## config.mk

```make
export PLATFORM = sky130hd
export DESIGN_NAME = score_game_ctrl
export DESIGN_NICKNAME = d
export VERILOG_FILES = /design/src/rtl/pong_pkg.sv /design/src/rtl/frame_pause_timer.sv /design/src/rtl/score_game_ctrl.sv
export SDC_FILE = /design/constraint.sdc
export NUM_CORES = 1
export LEC_CHECK = 0
export ABC_AREA = 1
export CORE_UTILIZATION = 25
export DETAILED_ROUTE_END_ITERATION = 7
export SLEW_MARGIN = 20
export SYNTH_ARGS = -nofsm -noshare
export SYNTH_HDL_FRONTEND = slang
export SYNTH_HIERARCHICAL = 1
export SYNTH_SLANG_ARGS = --single-unit
```

## constraint.sdc

```tcl
create_clock -name clk -period 2.9 [get_ports clk]
set_clock_uncertainty 0.2 [all_clocks]
set_input_delay 0.435 -clock clk [delete_from_list [all_inputs] [get_ports clk]]
set_output_delay 0.435 -clock clk [all_outputs]
set_load 0.02 [all_outputs]
```

## src/rtl/pong_pkg.sv

```systemverilog
// rtl/pong_pkg.sv - shared game-flow state and overlay text codes for the pong score path
package pong_pkg;

    localparam int WIN_SCORE_DEF = 9;

    typedef enum logic [1:0] {
        ST_IDLE  = 2'd0,
        ST_SERVE = 2'd1,
        ST_PLAY  = 2'd2,
        ST_OVER  = 2'd3
    } game_state_e;

    localparam logic [1:0] TXT_NONE  = 2'd0;
    localparam logic [1:0] TXT_START = 2'd1;
    localparam logic [1:0] TXT_P1WIN = 2'd2;
    localparam logic [1:0] TXT_P2WIN = 2'd3;

endpackage

```

## src/rtl/frame_pause_timer.sv

```systemverilog
// rtl/frame_pause_timer.sv - frame-tick counter that flags the tick completing the serve pause
module frame_pause_timer #(
    parameter int PAUSE_FRAMES = 120,
    parameter int CNT_W        = 7
) (
    input  logic clk,
    input  logic reset,
    input  logic clear,
    input  logic frame_tick,
    output logic done
);

    localparam logic [CNT_W-1:0] LAST = CNT_W'(PAUSE_FRAMES - 1);

    logic [CNT_W-1:0] count;

    // done coincides with the final tick so the FSM registers PLAY on the following edge
    assign done = frame_tick && !clear && (count == LAST);

    always_ff @(posedge clk) begin
        if (reset || clear) begin
            count <= '0;
        end else if (frame_tick) begin
            if (count == LAST) begin
                count <= '0;
            end else begin
                count <= count + 1'b1;
            end
        end
    end

endmodule

```

## src/rtl/score_game_ctrl.sv

```systemverilog
// rtl/score_game_ctrl.sv - pong game-flow FSM with per-player BCD scores and ball gating
module score_game_ctrl
    import pong_pkg::*;
#(
    parameter int WIN_SCORE    = WIN_SCORE_DEF,
    parameter int PAUSE_FRAMES = 120,
    parameter int CNT_W        = 7
) (
    input  logic       clk,
    input  logic       reset,
    input  logic       start,
    input  logic       frame_tick,
    input  logic       miss_p1,
    input  logic       miss_p2,
    output logic [3:0] dig1,
    output logic [3:0] dig0,
    output logic       ball_en,
    output logic       ball_rst,
    output logic [1:0] text_sel,
    output logic [1:0] state
);

    localparam logic [3:0] WIN_DIG = 4'(WIN_SCORE);

    game_state_e state_q, state_n;
    logic [3:0]  dig1_n, dig0_n;
    logic        ball_en_n, ball_rst_n;
    logic [1:0]  text_sel_n;
    logic        pause_done;

    // Counter only runs while serving, so every SERVE entry starts from zero
    frame_pause_timer #(
        .PAUSE_FRAMES(PAUSE_FRAMES),
        .CNT_W       (CNT_W)
    ) u_pause (
        .clk       (clk),
        .reset     (reset),
        .clear     (state_q != ST_SERVE),
        .frame_tick(frame_tick),
        .done      (pause_done)
    );

    always_comb begin
        state_n    = state_q;
        dig1_n     = dig1;
        dig0_n     = dig0;
        ball_rst_n = 1'b0;
        case (state_q)
            ST_IDLE, ST_OVER: begin
                if (start) begin
                    state_n    = ST_SERVE;
                    dig1_n     = 4'd0;
                    dig0_n     = 4'd0;
                    ball_rst_n = 1'b1;
                end
            end
            ST_SERVE: begin
                if (pause_done) begin
                    state_n = ST_PLAY;
                end
            end
            ST_PLAY: begin
                if (miss_p1 || miss_p2) begin
                    ball_rst_n = 1'b1;
                    state_n    = ST_SERVE;
                    // a double miss is a dead ball: nobody scores
                    if (miss_p2 && !miss_p1) begin
                        dig1_n = dig1 + 4'd1;
                        if (dig1_n == WIN_DIG) state_n = ST_OVER;
                    end else if (miss_p1 && !miss_p2) begin
                        dig0_n = dig0 + 4'd1;
                        if (dig0_n == WIN_DIG) state_n = ST_OVER;
                    end
                end
            end
            default: state_n = ST_IDLE;
        endcase

        ball_en_n = (state_n == ST_PLAY);
        case (state_n)
            ST_IDLE: text_sel_n = TXT_START;
            ST_OVER: text_sel_n = (dig1_n == WIN_DIG) ? TXT_P1WIN : TXT_P2WIN;
            default: text_sel_n = TXT_NONE;
        endcase
    end

    always_ff @(posedge clk) begin
        if (reset) begin
            state_q  <= ST_IDLE;
            dig1     <= 4'd0;
            dig0     <= 4'd0;
            ball_en  <= 1'b0;
            ball_rst <= 1'b0;
            text_sel <= TXT_START;
        end else begin
            state_q  <= state_n;
            dig1     <= dig1_n;
            dig0     <= dig0_n;
            ball_en  <= ball_en_n;
            ball_rst <= ball_rst_n;
            text_sel <= text_sel_n;
        end
    end

    assign state = state_q;

endmodule

```

---- After elaboration in Yosys (flattened, before gate mapping) ----
Cells that the tools add are included.
storage, ports and cells
  register bits after elaboration ......... 21
  bits in latches ......................... 0
  bits in writable memories ............... 0
  ROM bits ................................ 0
  input bits .............................. 6
  memories kept ........................... 0
cells by class
  $add $sub $neg .......................... 3
  $mul .................................... 0
  divide/modulo/power cells ............... 0
  $lt $le $gt $ge ......................... 0
  eq/ne operators ......................... 14
  shifts and indexed selects .............. 0
  mux-type cells .......................... 23
  bitwise gates (word level) .............. 0
  reduce and logical (&&, ||, !) cells .... 14
operator list
  operator                                                number
  two-way mux 4 bit                                       7
  one-hot mux 4 bit (2 select lines)                      2
  two-way mux 2 bit                                       7
  equality test 4 bit (second input constant)             3
  adder 4 x 1 -> 4 bit (second input constant)            2
  equality test 2 bit (second input constant)             4
  inequality test 2 bit (second input constant)           4
  adder 7 x 1 -> 7 bit (second input constant)            1
  equality test 7 bit (second input constant)             1
  two-way mux 7 bit                                       1
  one-hot mux 2 bit (3 select lines)                      1
  AND reduction 5 bit                                     1
  logical AND 1 bit                                       4
  zero test 2 bit                                         2
  one-hot mux 2 bit (2 select lines)                      1
  zero test 1 bit                                         3
  two-way mux 1 bit                                       3
  equality test 2 x 1 -> 1 bit (second input constant)    1
  logical OR 1 bit                                        2
  inequality test 2 x 1 -> 1 bit (second input constant)  1
  one-hot mux 1 bit (2 select lines)                      1
  nonzero test 2 bit                                      1
  OR reduction 2 bit                                      1

---- Longest topological paths before layout ----
Gate-level depths: netlist (run 1).
  word-level depth ........................ 9
  depth in mapped cells ................... 17
  depth with buffers taken out ............ 17

---- Hierarchy ----
The synthesis (run 1) kept the hierarchy.
by module, submodules not included
  module             times used  cells each  area an instance (um^2)
  score_game_ctrl    1           141         917.1
  frame_pause_timer  1           56          410.4

---- Worst setup path after synthesis (run 1) ----
No wires, ideal clock.
  kind .................................... register to register
  start point ............................. reg u_pause.count[0]
  end point ............................... reg text_sel[0]
  arrival ................................. 1859 ps
  required time ........................... 2588 ps
  slack ................................... 729 ps
  stages on the path, launching flop included .. 17
  period minus slack after synthesis ...... 2171 ps
  cells stage by stage .................... dfxtp_1 -> ha_1 -> nand2_1 -> nor2_4 -> nand3_2 -> nor2_1 -> inv_1 -> a21oi_1 -> a31oi_1 -> nand2_1 -> nand2_1 -> nand2_1 -> inv_1 -> ha_1 -> inv_1 -> nand2_1 -> nand2_1
between the ends
  word-level cells in the longest chain between the ends .. 6
  elaborated cells between the ends (all ways) .. 7
  those cells by class .................... 2 x eq/ne; 3 x mux; 2 x reduce/logical
ends and longest elaborated chain
  what                                                           RTL line                 RTL
  start, declared                                                frame_pause_timer.sv:15  logic [CNT_W-1:0] count;
  start signal, assigned                                         frame_pause_timer.sv:27  count <= count + 1'b1;
  equality test 7 bit *                                          frame_pause_timer.sv:18  assign done = frame_tick && !clear && (count == LAST);
  logical AND 1 bit *                                            frame_pause_timer.sv:18
  net pause_done                                                 score_game_ctrl.sv:29    logic pause_done;
  two-way mux 2 bit *                                            score_game_ctrl.sv:58    if (pause_done) begin
  one-hot mux 2 bit (3 select lines) *                           score_game_ctrl.sv:48    case (state_q)
  net state_n[1]                                                 score_game_ctrl.sv:25    game_state_e state_q, state_n;
  equality test 2 bit / zero test 2 bit (equally long branches)  score_game_ctrl.sv:80    case (state_n)
  one-hot mux 2 bit (2 select lines) *                           score_game_ctrl.sv:80
  end signal, assigned                                           score_game_ctrl.sv:101   text_sel <= text_sel_n;
  end, declared                                                  score_game_ctrl.sv:19    output logic [1:0] text_sel,
Mark *: on every way through the listed nets, which the timed path passes. The rest lies on a longest branch.
A chain may end at the register's enable or synchronous reset.

---- Worst setup path after layout (run 1) ----
Same ends and word-level chain as after synthesis.

==> results of run 1 <==
sequential cells by signal (all words and copies together) (netlist names):
| name | cells |
|---|---|
| ball_en | 1 |
| u_pause/count | 7 |
| text_sel | 2 |
| dig1 | 4 |
| dig0 | 4 |
| ball_rst | 1 |
| state | 2 |
Yosys cell counts (2+ instances only):
master    n
a21oi_1  12
ha_1     10
inv_2     6
nand2_2   5
nor2_2    5
nand4_1   2
nor2_1   20
nor2_4    3
nand2_4   3
nand3_1  11
dfxtp_1  21
nor3_1    2
inv_1    34
o21ai_0   2
nand2_1  49
through the flow:
step	std cells	power [mW]	hold WS (ns)
floorplan	197	0.365	0.289
global placement	285	0.394	0.313
detailed placement	285	0.394	0.320
CTS	289	0.598	0.336
global route	289	0.619	0.364
finish	289	0.584	0.336
critical path: stages, from the launching register on:
cell and delay, ns:
dfxtp_1 0.42, ha_1 0.24, nand2_1 0.10, nor2_4 0.12
nand3_2 0.11, nor2_1 0.10, inv_1 0.06, a21oi_1 0.15
a31oi_1 0.05, nand2_1 0.08, nand2_1 0.06, nand2_1 0.11
inv_1 0.06, ha_1 0.27, inv_1 0.03, nand2_1 0.05
nand2_1 0.04
logic make-up (layout without fill, tap and decap cells):
logic type | count (synthesis) | in the layout | synth area share
flip-flops | 21 | 21 | 0.317
XOR/XNOR | 1 | 1 | 0.00660
buffers and inverters | 42 | 64 | 0.124
adder cells (fa/ha/maj) | 10 | 10 | 0.0943
multiplexers | 1 | 1 | 0.00754
AO/OA/AOI/OAI | 20 | 20 | 0.0839
AND/OR/NAND/NOR | 102 | 102 | 0.367
cell type report:
cell class / count / area [um^2] / share of cell area
inverters: 40 / 150 / 0.0913
clock buffers: 3 / 41.3 / 0.0251
well taps: 70 / 87.6 / 0.0533
flip-flops and latches: 21 / 420 / 0.256
multi-input cells: 134 / 742 / 0.451
clock inverters: 1 / 5.00 / 0.00304
repair buffers: 20 / 198 / 0.120
worst max-delay path by stage:
stage,from,end,slack [ns],cells past startpoint
global placement,frame_tick,text_sel[0]$_SDFF_PP1_,0.52,14
finish,u_pause/count[0]$_SDFFE_PP0P_,text_sel[0]$_SDFF_PP1_,0.56,16
CTS,u_pause/count[0]$_SDFFE_PP0P_,text_sel[0]$_SDFF_PP1_,0.56,16
floorplan,u_pause/count[0]$_SDFFE_PP0P_,text_sel[0]$_SDFF_PP1_,0.73,16
detailed placement,frame_tick,text_sel[0]$_SDFF_PP1_,0.48,14
global route,u_pause/count[0]$_SDFFE_PP0P_,text_sel[0]$_SDFF_PP1_,0.32,16
metal layers:
layer / wire length [um] / GRT usage / up-vias
li1: - / - / 645
met1: 1300 / 0.120 / 487
met2: 1160 / 0.172 / 14
met3: 92 / 0.0361 / 2
met4: 8 / 0.0189 / 0
met5: 0 / 0 / -
power by group through the flow:
stage | Combinational [mW] | Sequential (mW) | Clock, mW
finish | 0.0887 | 0.298 | 0.197
CTS | 0.0905 | 0.298 | 0.209
detailed placement | 0.0898 | 0.305 | 0
floorplan | 0.0547 | 0.310 | 0
global placement | 0.0889 | 0.305 | 0
global route | 0.0999 | 0.299 | 0.221
cell usage in the layout (no fill, tap or decap), types with 2 or more instances in the layout:
cell type,n
nand2_4,3
nand2_2,5
clkbuf_8,3
nor3_1,2
ha_1,10
a21oi_1,12
nand2_1,49
nor2_1,20
nand3_1,11
inv_2,6
dfxtp_1,21
nor2_2,5
clkdlybuf4s50_1,19
o21ai_0,2
nand4_1,2
nor2_4,3
inv_1,34
==> impl_metrics.tcl, run 1 <==
set metrics [dict create \
    ctsResizeCount 0 \
    wl_um 2560 \
    rsz0062_at_grt "false" \
    viasPerCell 3.97 \
    synth_flop_cell "dfxtp_1" \
    area_growth_syn_to_layout_pct 23.8 \
    clk_path_buf_depth 2 \
    cts_htree_levels 1 \
    tightest_slew_ns 0.527 \
    clockPowerShare 0.338 \
    hold_path_depth 2 \
    fp.coreArea_mm2 0.00511 \
    holdBufCountCts 0 \
    dr_total_vias 1148 \
    ys_types 27 \
    post-route-util 0.322 \
    fp.dieArea_mm2 0.00561 \
    ys_ff_latch 21 \
    synth.area.top_cells "dfxtp_1, nand2_1, inv_1, ha_1, nor2_1" \
    worstHoldEndpoint "dig1[3]$_SDFF_PP0_" \
    rows 26 \
    wire_per_inst_um 8.84 \
    arrival_ns 2.31 \
    required_ns 2.87 \
    critPathKind "reg -> reg" \
    overflow 0 \
    synth_edf_count 0 \
    gp_congestion 0.791 \
    irDropWorstVdd_uv 228 \
    clkTransAtPathRegs_ns 0.08 \
    finalCritPeriodShare 0.807 \
    worst_slack_ns 0.558 \
    insertion_delay_ns 0.26 \
    yosysSeqAreaShare 0.317 \
    drive_gt1_frac 0.137 \
    tns_ns 0 \
    numCtsBuffers 3 \
    fin_nets 236 \
    placement.cell_area_mm2 0.00160 \
    start_util 0.260 \
    holdCritPathClass "reg -> reg" \
    grt_pass1_vias 1027 \
    cts_setup_buffers 0 \
    grt_max_degree 15 \
    switching_share 0.273 \
    r2r_slack_ns 0.56 \
    io_pins 20 \
    fmax_ghz 0.427 \
    syn_nets 213 \
    num_antenna_cells 0 \
    groute.usage.overall 0.0999 \
    dp_hpwl_um 2010 \
    die_w_um 74.9 \
    yosysTopAreaCell "dfxtp_1" \
    status "finished, final reports clean" \
    p_leak_nw 0.709 \
    fillers 573 \
    maxSlewHeadroom 0.648 \
    dr.first_iter.drc_count 24 \
    report.final.slew_viol_count 0 \
    reg2reg_depth 16 \
    combPwrFrac 0.152 \
    fin_area_mm2 0.00164 \
    grt_pass1_wl_um 4310 \
    port-buffer-count 19 \
    p_int_mw 0.425 \
    reg2reg_from "u_pause/count[0]$_SDFFE_PP0P_" \
    crit_fanout 3 \
    die_h_um 74.9 \
    syn_inst 197 \
    grt_antenna_before_repair 0 \
    switching_power_mw 0.159 \
    cts_tree "built" \
    cts_sinks 21 \
    first_pass_iters 4 \
    powerDensity_mw_per_mm2 355 \
    yosysTopAreaCellShare 0.317 \
    end_kind "flop" \
    yosys_warnings 6 \
    min_period_ns 2.34 \
    root_buffer "clkbuf_8" \
    syn_avg_cell_area_um2 6.74 \
    reg2reg_to "text_sel[0]$_SDFF_PP1_" \
    postRouteAntennaNets 0 \
    syn_area_mm2 0.00133 \
    place_ws_ns 0.475 \
    drc 0 \
    critPathLaunchType "flop" \
    min_from "dig1[3]$_SDFF_PP0_" \
    hold_violations 0 \
    seqPwrFrac 0.510 \
    setup_viol 0 \
    cap_viol_max_count 0 \
    ys_async_sr_fraction 0 \
]
(Power assumes the default switching activity.)
==> run 2: changes to the inputs <==
Clock period 2.9 ns to 2.3 ns, I/O delays scaled along.
==> run 2 against run 1 <==
  * Die area is the same
  * First-iteration DRC count up 13%
  * Critical path type unchanged
  * Wire length is 3.7% higher
  * Via count up 4.6%
  * Flip-flop and latch count unchanged
  * Sequential power increased by 26%
  * Final area rose by 3.8%
  * Count of clock-buffer cells in the layout unchanged
  * Highest routed layer unchanged
  * Clock power rose by 25%
  * Critical path depth stayed put
==> impl_metrics.tcl, run 2 (synthesis gave the netlist of run 1 again) <==
set metrics [dict create \
    cap_viol_max_count 0 \
    critPathKind "reg -> reg" \
    wl_met2_um 1250 \
    reg2reg_depth 16 \
    arrival_ns 2.09 \
    num_antenna_cells 0 \
    grt_antenna_before_repair 0 \
    finalPower_mw 0.743 \
    ctsResizeCount 0 \
    p_leak_nw 0.732 \
    final_common_cell "nand2_1" \
    cts_setup_buffers 0 \
    finalCritPeriodShare 0.922 \
    regMostFlops "u_pause/count" \
    reg2reg_from "u_pause/count[0]$_SDFFE_PP0P_" \
    die_w_um 74.9 \
    tightest_slew_ns 0.231 \
    grt_pass1_vias 1036 \
    p_int_mw 0.541 \
    cts_tree "built" \
    final_cell_mix "nand2_1, inv_1, nor2_1, dfxtp_1, clkdlybuf4s50_1" \
    seqPwrFrac 0.505 \
    wl_um 2650 \
    postRouteAntennaNets 0 \
    gp_congestion 0.783 \
    insertion_delay_ns 0.27 \
    drive_gt1_frac 0.174 \
    area_growth_syn_to_layout_pct 28.6 \
    reg2reg_to "text_sel[0]$_SDFF_PP1_" \
    die_h_um 74.9 \
    holdBufCountCts 0 \
    irDropWorstVdd_uv 330 \
    switching_share 0.272 \
    min_period_ns 2.12 \
    worstHoldEndpoint "dig1[3]$_SDFF_PP0_" \
    report.final.slew_viol_count 0 \
    start_util 0.260 \
    rows 26 \
    setup_viol 0 \
    clockPowerShare 0.332 \
    port-buffer-count 19 \
    drc 0 \
    finalHoldWorstSlack_ns 0.331 \
    dr.first_iter.drc_count 27 \
    cts_sinks 21 \
    groute.usage.overall 0.103 \
    post-route-util 0.334 \
    maxSlewHeadroom 0.846 \
    root_buffer "clkbuf_8" \
    min_from "dig1[3]$_SDFF_PP0_" \
    grt_max_degree 13 \
    first_pass_iters 4 \
    viasPerCell 4.09 \
    met1_length_um 1280 \
    switching_power_mw 0.202 \
    fp.dieArea_mm2 0.00561 \
    status "finished, final reports clean" \
    place_ws_ns 0.0149 \
    worst_slack_ns 0.178 \
    holdCritPathClass "reg -> reg" \
    grt_pass1_wl_um 4440 \
    hold_violations 0 \
    io_pins 20 \
    tns_ns 0 \
    powerDensity_mw_per_mm2 436 \
    dr_total_vias 1201 \
    cts_htree_levels 1 \
    fmax_ghz 0.471 \
    end_kind "flop" \
    clk_path_buf_depth 2 \
    wire_per_inst_um 9.01 \
    fin_nets 241 \
    wl_met3_um 120 \
    required_ns 2.27 \
    fp.coreArea_mm2 0.00511 \
    reg.largest.list "u_pause/count: 7 flops, dig0: 4 flops, dig1: 4 flops" \
    dp_hpwl_um 2100 \
    largest_register_ffs 7 \
    critPathLaunchType "flop" \
    r2r_slack_ns 0.18 \
    numCtsBuffers 3 \
    hold_path_depth 2 \
    highest_layer "met4" \
    clkTransAtPathRegs_ns 0.08 \
    combPwrFrac 0.163 \
    crit_fanout 3 \
    overflow 0 \
    critPathLaunch "u_pause/count[0]$_SDFFE_PP0P_" \
]
==> run 2: changes by cell type in the layout (fill, tap and decap cells not counted), sizes merged <==
cell	previous run	this run
buf	1	6
==> run 2: final cells by class <==
| class | count | area (um^2) |
|---|---|---|
| clock inverters | 1 | 5.00 |
| fillers | 573 | 3400 |
| clock buffers | 3 | 41.3 |
| flip-flops and latches | 21 | 422 |
| well taps | 70 | 87.6 |
| multi-input cells | 134 | 766 |
| repair buffers | 25 | 235 |
| inverters | 40 | 150 |
==> run 2: per-layer routing <==
metal,GRT usage,up-vias
met5,0,-
met2,0.175,19
met4,0.0189,0
met3,0.0348,2
li1,-,655
met1,0.127,525
==> run 2: worst max-delay path by stage <==
stage	slack (ns)	cells after the start	endpoint
global route	-0.008	17	text_sel[0]$_SDFF_PP1_
floorplan	0.13	16	text_sel[0]$_SDFF_PP1_
finish	0.18	16	text_sel[0]$_SDFF_PP1_
CTS	0.06	16	text_sel[0]$_SDFF_PP1_
global placement	0.03	14	text_sel[0]$_SDFF_PP1_
detailed placement	0.01	14	text_sel[0]$_SDFF_PP1_
==> run 2: critical path, stage by stage, from the launching register on <==
cell,delay (ns)
dfxtp_1,0.38
ha_4,0.17
nand2_1,0.08
nor2_4,0.12
nand3_2,0.09
nor2_1,0.09
inv_1,0.07
a21oi_2,0.13
a31oi_1,0.05
nand2_1,0.08
nand2_1,0.07
nand2_2,0.08
inv_1,0.05
ha_1,0.26
inv_1,0.03
nand2_1,0.05
nand2_1,0.04
==> run 2: power groups by stage <==
| stage | clock [mW] | sequential, mW | combinational [mW] |
|---|---|---|---|
| after global placement | 0 | 0.384 | 0.118 |
| after global routing | 0.273 | 0.376 | 0.136 |
| after CTS | 0.257 | 0.375 | 0.120 |
| after detailed placement | 0 | 0.383 | 0.119 |
| after floorplan | 0 | 0.391 | 0.0690 |
| final | 0.247 | 0.375 | 0.121 |
==> run 2: through the flow <==
step	std cells	instance area, um^2
final	294	1710
after global routing	294	1710
after CTS	294	1680
after detailed placement	290	1640
after global placement	290	1640
after floorplan	197	1330
==> run 3: changes to the inputs <==
Settings changed: PLACE_DENSITY set to 0.45.
==> run 3 against run 2 <==
  * Global-route usage grew 0.68 points
  * Wire length grew 5.8%
  * Combinational power is essentially flat
  * Critical endpoint unchanged
  * Flip-flop and latch count is the same
  * Via count grew 0.33%
  * Largest power group unchanged
==> impl_metrics.tcl, run 3 (synthesis gave the netlist of run 1 again) <==
set metrics [dict create \
    status "finished, final reports clean" \
    gp_congestion 0.762 \
    start_util 0.260 \
    end_kind "flop" \
    dr_total_vias 1205 \
    overflow 0 \
    path_cells "inv_1 -> ha_1 -> a21boi_1 -> nand2_1 -> nand2_1 -> nand3_1 -> nand2_1 -> nand2_1 -> nand2_1 -> buf_4 -> ha_1 -> nand2_1 -> nand2_1 -> nand2_1 -> nand2_1" \
    area_growth_syn_to_layout_pct 32.3 \
    clockPowerShare 0.331 \
    irDropWorstVdd_uv 236 \
    fillers 588 \
    die_w_um 74.9 \
    instances_no_fill 301 \
    io_pins 20 \
    grt_max_degree 13 \
    root_buffer "clkbuf_8" \
    reg2reg_to "text_sel[0]$_SDFF_PP1_" \
    maxSlewHeadroom 0.762 \
    required_ns 2.27 \
    placement.cell_area_mm2 0.00167 \
    fin_area_mm2 0.00176 \
    clkTransAtPathRegs_ns 0.09 \
    numCtsBuffers 3 \
    cp.depth 15 \
    p_leak_nw 0.766 \
    dp_cells 295 \
    crit_end "text_sel[0]$_SDFF_PP1_" \
    fp.coreArea_mm2 0.00511 \
    grt_pass1_vias 1079 \
    port-buffer-count 19 \
    grt_antenna_before_repair 0 \
    r2r_slack_ns 0.21 \
    seqPwrFrac 0.504 \
    critical_path_buf_inv_count 2 \
    critPathLaunchType "flop" \
    combPwrFrac 0.165 \
    cts_htree_levels 1 \
    hold_violations 0 \
    insertion_delay_ns 0.26 \
    fin_nets 248 \
    wl_um 2800 \
    grt_pass1_wl_um 4680 \
    num_antenna_cells 0 \
    viasPerCell 4.00 \
    cap_viol_max_count 0 \
    postRouteAntennaNets 0 \
    regMostFlops "u_pause/count" \
    max_stage_delay_ns 0.44 \
    wire_per_inst_um 9.31 \
    final_cell_mix "nand2_1, inv_1, nor2_1, clkdlybuf4s50_1, dfxtp_1" \
    cpMostUsedCell "nand2_1" \
    crit_fanout 6 \
    setup_viol 0 \
    holdBufCountCts 0 \
    critPathSlowestCell "dfxtp_1" \
    finalCritPeriodShare 0.907 \
    cts_sinks 21 \
    drc 0 \
    reg.largest.list "u_pause/count: 7 flops, dig0: 4 flops, dig1: 4 flops" \
    report.final.slew_viol_count 0 \
    critPathKind "reg -> reg" \
    first_pass_iters 4 \
    final_common_cell "nand2_1" \
    dp_hpwl_um 2250 \
    fp.dieArea_mm2 0.00561 \
    clk_path_buf_depth 2 \
    reg2reg_from "dig1[0]$_SDFF_PP0_" \
    dr.first_iter.drc_count 29 \
    critPathLaunch "dig1[0]$_SDFF_PP0_" \
    powerDensity_mw_per_mm2 425 \
    switching_share 0.272 \
    holdCritPathClass "reg -> reg" \
    tightest_slew_ns 0.355 \
    cts_tree "built" \
    arrival_ns 2.05 \
    rows 26 \
    min_period_ns 2.09 \
    groute.usage.overall 0.109 \
    p_int_mw 0.543 \
    fmax_ghz 0.479 \
    die_h_um 74.9 \
    switching_power_mw 0.203 \
    reg2reg_depth 15 \
    largest_register_ffs 7 \
    path_delay_family "simple AND/OR/NAND/NOR gates" \
    drive_gt1_frac 0.212 \
]
## run 3: changes by cell type in the layout (fill, tap and decap cells not counted), sizes merged
cell  change
buf       +7
## run 3: per-layer routing
metal,vias to the layer above,track usage,part of all wire
met5,-,0,0
met4,0,0.0252,0.0075
met3,2,0.0321,0.034
met2,17,0.193,0.47
met1,519,0.131,0.48
li1,667,-,-
## run 3: layout make-up
cell class                 instances  area [um^2]  area share
tap                               70         87.6      0.0499
multi-input combinational        134          761       0.433
clock buffer                       3         41.3      0.0235
inverter                          40          150      0.0855
sequential                        21          424       0.241
timing repair buffer              32          288       0.164
clock inverter                     1         5.00     0.00285
## run 3: worst min-delay path by stage
stage / cells past startpoint / end / slack [ns] / from
after floorplan: 1 / dig0[1]$_SDFFE_PP0P_ / 0.21 / reset
after global placement: 3 / u_pause/count[6]$_SDFFE_PP0P_ / 0.32 / u_pause/count[6]$_SDFFE_PP0P_
after detailed placement: 2 / dig1[3]$_SDFF_PP0_ / 0.32 / dig1[3]$_SDFF_PP0_
after CTS: 2 / dig1[3]$_SDFF_PP0_ / 0.34 / dig1[3]$_SDFF_PP0_
after global routing: 2 / u_pause/count[1]$_SDFFE_PP0P_ / 0.35 / u_pause/count[1]$_SDFFE_PP0P_
final: 2 / u_pause/count[1]$_SDFFE_PP0P_ / 0.33 / u_pause/count[1]$_SDFFE_PP0P_
## run 3: timing repair
action	4_1_cts	5_1_grt
endpoints found under the setup margin	0	1
resized for setup	0	8
setup buffers	0	2
## run 3: tightest hold or removal path: cells and delay by family (launching register included)
family | cells | cell delay (ns)
DFF | 1 | 0.34
and+or+nand+nor | 1 | 0.09
muxes | 1 | 0.06
## run 3: power by group through the flow
stage	registers (mW)	clock network, mW	logic, mW
3_5_place_dp	0.384	0	0.123
5_1_grt	0.377	0.278	0.138
6_report	0.376	0.247	0.123
2_1_floorplan	0.391	0	0.0690
4_1_cts	0.375	0.261	0.124
3_3_place_gp	0.384	0	0.124
## run 3: per-stage QoR
step / setup WS [ns] / TNS [ns] / hold WS [ns] / total power [mW] / util
global placement: -0.0382 / -0.0382 / 0.319 / 0.508 / 0.328
finish: 0.214 / 0 / 0.330 / 0.746 / 0.344
floorplan: 0.129 / 0 / 0.214 / 0.460 / -
CTS: 0.144 / 0 / 0.338 / 0.760 / 0.337
detailed placement: -0.0396 / -0.0396 / 0.323 / 0.507 / 0.328
global route: -0.00406 / -0.00406 / 0.353 / 0.792 / 0.344
